$ cat src/rtl/edge_det_pkg.sv
// Shared mode encoding for the multi-channel edge detector.
// Each mode bit enables one edge direction.
package edge_det_pkg;
  localparam int MODE_W = 2;
  localparam logic [MODE_W-1:0] MODE_OFF  = 2'b00;
  localparam logic [MODE_W-1:0] MODE_RISE = 2'b01;
  localparam logic [MODE_W-1:0] MODE_FALL = 2'b10;
  localparam logic [MODE_W-1:0] MODE_BOTH = 2'b11;
endpackage

$ cat src/rtl/edge_det_ch.sv
// One edge-detector channel: synchroniser, debounce filter, mode-gated edge
// detection, sticky pending flag and saturating event counter.
module edge_det_ch
  import edge_det_pkg::*;
#(
  parameter int SYNC_STAGES = 2,
  parameter int DEB_CYC     = 3,
  parameter int CNT_W       = 8
) (
  input  logic              clk,
  input  logic              rst,
  input  logic              in_sig,
  input  logic [MODE_W-1:0] mode,
  input  logic              clr,
  output logic              out_sig,
  output logic              pend,
  output logic [CNT_W-1:0]  cnt,
  output logic              lvl
);
  localparam int DC_W = $clog2(DEB_CYC) + 1;
  localparam logic [DC_W-1:0]  DC_LAST = DC_W'(DEB_CYC - 1);
  localparam logic [CNT_W-1:0] CNT_MAX = '1;

  logic              w_s;
  logic              r_flt;
  logic              r_flt_d;
  logic [DC_W-1:0]   r_dc;
  logic              r_out;
  logic              r_pend;
  logic [CNT_W-1:0]  r_cnt;
  logic              w_rise;
  logic              w_fall;
  logic              w_ev;

  generate
    if (SYNC_STAGES == 0) begin : g_nosync
      assign w_s = in_sig;
    end else begin : g_sync
      logic [SYNC_STAGES-1:0] r_sync;
      always_ff @(posedge clk) begin
        if (rst) begin
          r_sync <= '0;
        end else begin
          r_sync[0] <= in_sig;
          for (int i = 1; i < SYNC_STAGES; i++) r_sync[i] <= r_sync[i-1];
        end
      end
      assign w_s = r_sync[SYNC_STAGES-1];
    end
  endgenerate

  // A new level is accepted only after DEB_CYC consecutive matching samples.
  always_ff @(posedge clk) begin
    if (rst) begin
      r_flt <= 1'b0;
      r_dc  <= '0;
    end else if (w_s == r_flt) begin
      r_dc <= '0;
    end else if (r_dc == DC_LAST) begin
      r_flt <= w_s;
      r_dc  <= '0;
    end else begin
      r_dc <= r_dc + DC_W'(1);
    end
  end

  assign w_rise = r_flt & ~r_flt_d;
  assign w_fall = ~r_flt & r_flt_d;
  assign w_ev   = (w_rise & |(mode & MODE_RISE)) | (w_fall & |(mode & MODE_FALL));

  // Set beats clear; clear coinciding with an event restarts the count at one.
  always_ff @(posedge clk) begin
    if (rst) begin
      r_flt_d <= 1'b0;
      r_out   <= 1'b0;
      r_pend  <= 1'b0;
      r_cnt   <= '0;
    end else begin
      r_flt_d <= r_flt;
      r_out   <= w_ev;
      if (w_ev)     r_pend <= 1'b1;
      else if (clr) r_pend <= 1'b0;
      if (w_ev) begin
        if (clr)                   r_cnt <= CNT_W'(1);
        else if (r_cnt != CNT_MAX) r_cnt <= r_cnt + CNT_W'(1);
      end else if (clr) begin
        r_cnt <= '0;
      end
    end
  end

  assign out_sig = r_out;
  assign pend    = r_pend;
  assign cnt     = r_cnt;
  assign lvl     = r_flt;
endmodule

$ cat src/rtl/multi_edge_detector.sv
// N_CH independent edge-detector channels with a shared interrupt that is
// the OR of all pending flags.
module multi_edge_detector
  import edge_det_pkg::*;
#(
  parameter int N_CH        = 4,
  parameter int SYNC_STAGES = 2,
  parameter int DEB_CYC     = 3,
  parameter int CNT_W       = 8
) (
  input  logic                    clk,
  input  logic                    rst,
  input  logic [N_CH-1:0]         in_sig,
  input  logic [MODE_W*N_CH-1:0]  mode,
  input  logic [N_CH-1:0]         clr,
  output logic [N_CH-1:0]         out_sig,
  output logic [N_CH-1:0]         pend,
  output logic [N_CH*CNT_W-1:0]   cnt,
  output logic [N_CH-1:0]         lvl,
  output logic                    irq
);
  generate
    for (genvar i = 0; i < N_CH; i++) begin : g_ch
      edge_det_ch #(
        .SYNC_STAGES(SYNC_STAGES),
        .DEB_CYC    (DEB_CYC),
        .CNT_W      (CNT_W)
      ) u_ch (
        .clk    (clk),
        .rst    (rst),
        .in_sig (in_sig[i]),
        .mode   (mode[i*MODE_W +: MODE_W]),
        .clr    (clr[i]),
        .out_sig(out_sig[i]),
        .pend   (pend[i]),
        .cnt    (cnt[i*CNT_W +: CNT_W]),
        .lvl    (lvl[i])
      );
    end
  endgenerate

  assign irq = |pend;
endmodule

$ cat config.mk
export PLATFORM = sky130hd
export DESIGN_NAME = multi_edge_detector
export DESIGN_NICKNAME = d
export VERILOG_FILES = /design/src/rtl/edge_det_pkg.sv /design/src/rtl/edge_det_ch.sv /design/src/rtl/multi_edge_detector.sv
export SDC_FILE = /design/constraint.sdc
export NUM_CORES = 1
export LEC_CHECK = 0
export BUFFER_PORTS_ARGS = -buffer_cell sky130_fd_sc_hd__clkbuf_2
export CAP_MARGIN = 0
export CORE_AREA = 2 2 93 73
export CTS_BUF_LIST = sky130_fd_sc_hd__clkbuf_8
export DETAILED_ROUTE_END_ITERATION = 10
export DIE_AREA = 0 0 95 75
export GPL_TIMING_DRIVEN = 0
export PLACE_DENSITY = 0.72
export SLEW_MARGIN = 20
export SYNTH_ARGS = -nofsm -noshare
export SYNTH_HDL_FRONTEND = slang
export SYNTH_HIERARCHICAL = 1
export SYNTH_SLANG_ARGS = --single-unit
$ cat constraint.sdc
create_clock -name clk -period 2.45 [get_ports clk]
set_input_delay 0.1225 -clock clk [delete_from_list [all_inputs] [get_ports clk]]
set_output_delay 0.1225 -clock clk [all_outputs]
set_load 0.02 [all_outputs]
======== Yosys cells after proc, flatten, opt, wreduce, memory -nomap -nowiden ========
Index checks and enable logic that the tools add are counted.
word-level totals
  flip-flop bits (word level) ............. 68
  bits in latches ......................... 0
  RAM bits ................................ 0
  memory bits (read-only) ................. 0
  bits of input ports ..................... 18
  output and inout port bits .............. 45
  word-level logic and storage cells ...... 125
  memories kept ........................... 0
operators by class
  add/sub/neg operators ................... 8
  multiply operators ...................... 0
  divide/modulo/power cells ............... 0
  $lt $le $gt $ge ......................... 0
  equality and inequality tests ........... 12
  shifts and indexed selects .............. 0
  mux-type cells .......................... 24
  bitwise logic cells ..................... 32
  reduce and logical (&&, ||, !) cells .... 21
operators by type and width
  operator                                       count
  two-way mux 8 bit                              16
  adder 8 x 1 -> 8 bit, second input constant    4
  != test 8 bit, second input constant           4
  bitwise AND 1 bit                              16
  AND reduction 2 bit                            8
  nonzero test 2 bit                             8
  adder 3 x 1 -> 3 bit, second input constant    4
  == test 3 x 2 -> 1 bit, second input constant  4
  NOT 1 bit                                      12
  OR reduction 3 bit                             4
  two-way mux 1 bit                              8
  == test 1 bit                                  4
  bitwise OR 1 bit                               4
  OR reduction 4 bit                             1

======== Logic depth before layout (Yosys ltp) ========
  word-level depth ........................ 6
  depth in mapped cells ................... 5
  depth with buffers taken out ............ 5

======== Modules after synthesis ========
The synthesis kept the hierarchy.
modules (own cells, without submodules)
  module               instances  cells an instance  area an instance (um^2)
  edge_det_ch          4          78                 747.0
  multi_edge_detector  1          1                  7.5

======== Worst setup path before layout ========
OpenSTA, ideal clock, no wires.
  path type ............................... register to register
  start point ............................. reg g_ch[0].u_ch.r_cnt[0]
  end point ............................... reg g_ch[0].u_ch.r_cnt[7]
  library setup time ...................... 115 ps
  arrival ................................. 1400 ps
  data required time ...................... 2335 ps
  setup slack ............................. 934 ps
  cell stages (with the launch flop) ...... 6
  buffers on the path ..................... 0
  clock period less this slack ............ 1516 ps
  cell sequence ........................... dfxtp_1 ha_1 nand4_1 o22ai_4 nor3_1 o21ba_2
on the way
  word-level cells in the longest chain between the ends .. 4
  elaborated cells between the ends (all ways) .. 7
  those cells by class .................... 1 x add/sub; 1 x eq/ne; 3 x mux; 2 x reduce/logical
RTL lines
  item                    RTL line           RTL
  start, declared         edge_det_ch.sv:30  logic [CNT_W-1:0] r_cnt;
  start signal, assigned  edge_det_ch.sv:85  else if (r_cnt != CNT_MAX) r_cnt <= r_cnt + CNT_W'(1);
  adder 8 x 1 -> 8 bit    edge_det_ch.sv:85
  two-way mux 8 bit       edge_det_ch.sv:85
  two-way mux 8 bit       edge_det_ch.sv:84  if (clr) r_cnt <= CNT_W'(1);
  two-way mux 8 bit       edge_det_ch.sv:83  if (w_ev) begin
Parallel ways exist; a longest one is shown, timed or not. The select of a mux whose other input is x is not followed.
A chain may end at the register's enable or synchronous reset.

======== Worst setup path in the final report ========
  start point ............................. reg g_ch[2].u_ch.r_cnt[0]
  end point ............................... reg g_ch[2].u_ch.r_cnt[1]
on the way
  word-level cells in the longest chain between the ends .. 4
  elaborated cells between the ends (all ways) .. 7
  those cells by class .................... 1 x add/sub; 1 x eq/ne; 3 x mux; 2 x reduce/logical
RTL lines
  item                    RTL line
  start, declared         edge_det_ch.sv:30
  start signal, assigned  edge_det_ch.sv:85
  adder 8 x 1 -> 8 bit    edge_det_ch.sv:85
  two-way mux 8 bit       edge_det_ch.sv:85
  two-way mux 8 bit       edge_det_ch.sv:84
  two-way mux 8 bit       edge_det_ch.sv:83
Parallel ways exist; a longest one is shown, timed or not. The select of a mux whose other input is x is not followed.

==> flow_summary.ini <==
[drt]
postRouteAntennaNets = 0
drc_errors = 0
drtPass1Iterations = 4
vias = 2566
wl_per_cell_um = 12.9
drt_wl_total_um = 6120
vias_per_cell = 5.41
drt-initial-drc-count = 64

[synthesis]
synth_nets = 343
syn-cell-area_um2 = 3000
postSynthCellCount = 313
synthFlopType = dfxtp_1
ys_seq_area_share_pct = 45.4
ys_warn_count = 6
synth-edff-count = 0
synth.ff_latch_count = 68
ys_types = 28
avgSynthCellArea_um2 = 9.57
async_reset_ff_share_pct = 0

[global_routing]
antenna_found_initial = 0
grt_pass1_wl_um = 10200
grt_pass1_vias = 2244
grt_use_total_pct = 18.5
grt_overflow_total = 0
grt_max_degree = 11

[die]
coreArea_um2 = 6160
die_y_um = 75
start_util_pct = 48.6
rows = 25
die_width_um = 95
num_io_pins = 63
die-area_um2 = 7130

[setup_path]
path_cells = ha_1, nand4_1, o22ai_4, mux2i_1, nor2_1
crit_slowest_cell = dfxtp_1
required_ps = 2670
arrival_ps = 1820
max_stage_delay_ps = 460
critPathCaptureType = flop
path_class = flop to flop
crit_path_start_kind = flop
critPathMaxFanout = 10

[min_path]
min_path_type = input port to flop

[clocking]
clk_pin_slew_ps = 70
cts_tree = done
h-tree-depth = 3
post_cts_buffers = 0
clock_latency_ps = 340
cts_buffer_depth = 2
post_cts_resized = 0
clock-sinks = 68
numCtsBuffers = 9
root_buffer = clkbuf_8
cts-hold-fix-buffers = 4

[final_layout]
seqCellArea_um2 = 1360
fillers = 562
multi_input_area_um2 = 1570
synthToLayoutAreaGrowth_pct = 21.2
diodes = 0
final_nets = 419
drive_gt1_share_pct = 25.2

[sta]
clock_skew_ps = 13.0
rsz0062_at_grt = false
timing.fmax_ghz = 0.623
min_period_over_period_pct = 65.6
timing.setup.tns_ps = 0
setup_viol = 0
worst_pin_slew_ps = 452
max-slew-margin-rel_pct = 69.9
finalCriticalPeriod_ps = 1610
fin_hold_ws_ps = 82.1
hold_viol = 0
drv_slew = 0

[placement]
gp_congestion = 0.812
hpwl_um = 4440
portBuffers = 61

[power]
ir_worst_vdd_v = 0.000474
powerDensity_nw_per_um2 = 560
p_leak_nw = 1.48

[job]
drv_cap = 0

[run_status]
status = completed
-- metal layers --
layer | GRT usage (%) | vias up | share of wire, %
li1 | - | 1298 | -
met1 | 23.2 | 1187 | 48
met2 | 30.3 | 76 | 45
met3 | 6.81 | 5 | 6.1
met4 | 5.80 | 0 | 0.93
met5 | 0 | - | 0
-- Yosys cell counts, drive strengths merged, types with 12 or more instances --
cell type,instances,area share (%)
o21ai,16,2.7
mux2i,12,4.0
ha,12,5.0
nor2b,20,4.2
a21oi,20,3.3
dfxtp,68,45
nor2,32,4.0
or3,16,3.3
nand3,12,2.0
-- registers in the layout (all words and copies together), names as in the netlist --
| name | flops |
|---|---|
| g_ch.u_ch/pend | 4 |
| g_ch.u_ch/cnt | 32 |
| g_ch.u_ch/r_flt_d | 4 |
| g_ch.u_ch/r_dc | 12 |
| g_ch.u_ch/g_sync.r_sync | 8 |
| g_ch.u_ch/out_sig | 4 |
| g_ch.u_ch/lvl | 4 |
-- final timing paths --
| path | end | start | slack [ps] | cells past startpoint |
|---|---|---|---|---|
| setup reg to reg | g_ch[2].u_ch/cnt[1] | g_ch[2].u_ch/cnt[0] | 840 | 5 |
| hold reg to reg | g_ch[2].u_ch/g_sync.r_sync[1] | g_ch[2].u_ch/g_sync.r_sync[0] | 430 | 1 |
| hold / removal | g_ch[3].u_ch/cnt[0] | clr[3] | 80 | 3 |
| setup / recovery | g_ch[2].u_ch/cnt[1] | g_ch[2].u_ch/cnt[0] | 840 | 5 |
-- through the flow --
stage	std cells	power, mW	utilization, %	setup slack (ps)	instance area, um2
after detailed placement	455	1.19	55.2	885	3400
final	474	2.03	58.9	844	3630
after floorplan	313	1.17	-	934	3000
after CTS	474	2.07	58.9	866	3630
after global placement	455	1.19	55.2	881	3400
after global routing	474	2.12	58.9	705	3630
-- layout by cell type, fill, tap and decap left out, types with 4 or more instances in the layout --
cell type      netlist  final
dfxtp_1             68     68
clkbuf_2             0     61
nor2_1              32     32
nor2b_1             20     20
a21oi_1             20     20
or3_1               16     16
o21ai_0             16     16
clkbuf_8             0     13
mux2i_1             12     12
nand3_1             12     12
ha_1                12     12
inv_1                8      9
clkbuf_1             8      8
nor3_1               8      8
and3b_2              8      8
and4_1               8      8
or2_2                8      8
a311oi_1             8      8
a41oi_1              8      8
xnor2_1              4      4
nand2b_1             4      4
nand4_1              4      4
o22ai_4              4      4
and3_1               4      4
nand2_1              4      4
o21a_1               4      4
o21ba_2              4      4
a31oi_1              4      4
nand3b_1             4      4
dlygate4sd3_1        0      4
-- power by group --
part	switching, mW	internal (mW)	total (mW)
clock network	0.390	0.467	0.857
logic	0.0277	0.0284	0.0561
registers	0.00395	1.11	1.12
total	0.422	1.61	2.03
-- logic make-up after synthesis --
logic type | share of synthesized area (%)
multiplexers | 4.01
flip-flops | 45.4
AO/OA/AOI/OAI | 16.5
AND/OR/NAND/NOR | 25.8
adder cells (fa/ha/maj) | 5.01
XOR/XNOR | 1.17
buffers and inverters | 2.01
-- area by class of cell --
class                   instances  area share [%]
plain buffers                   8           0.827
clock buffers                  13            4.93
clock inverters                 2           0.241
inverters                       8           0.827
multi-input cells             229            43.4
flip-flops and latches         68            37.5
well taps                      81            2.79
repair buffers                 65            9.51
-- critical path: cells and delay by family, from the launching register on --
kind / cells / cell delay (ps)
mux: 1 / 230
fa+ha+maj: 1 / 270
simple gates: 2 / 250
flops: 1 / 460
compound gates: 1 / 280
Note: power is estimated with default switching activity, not from simulation.
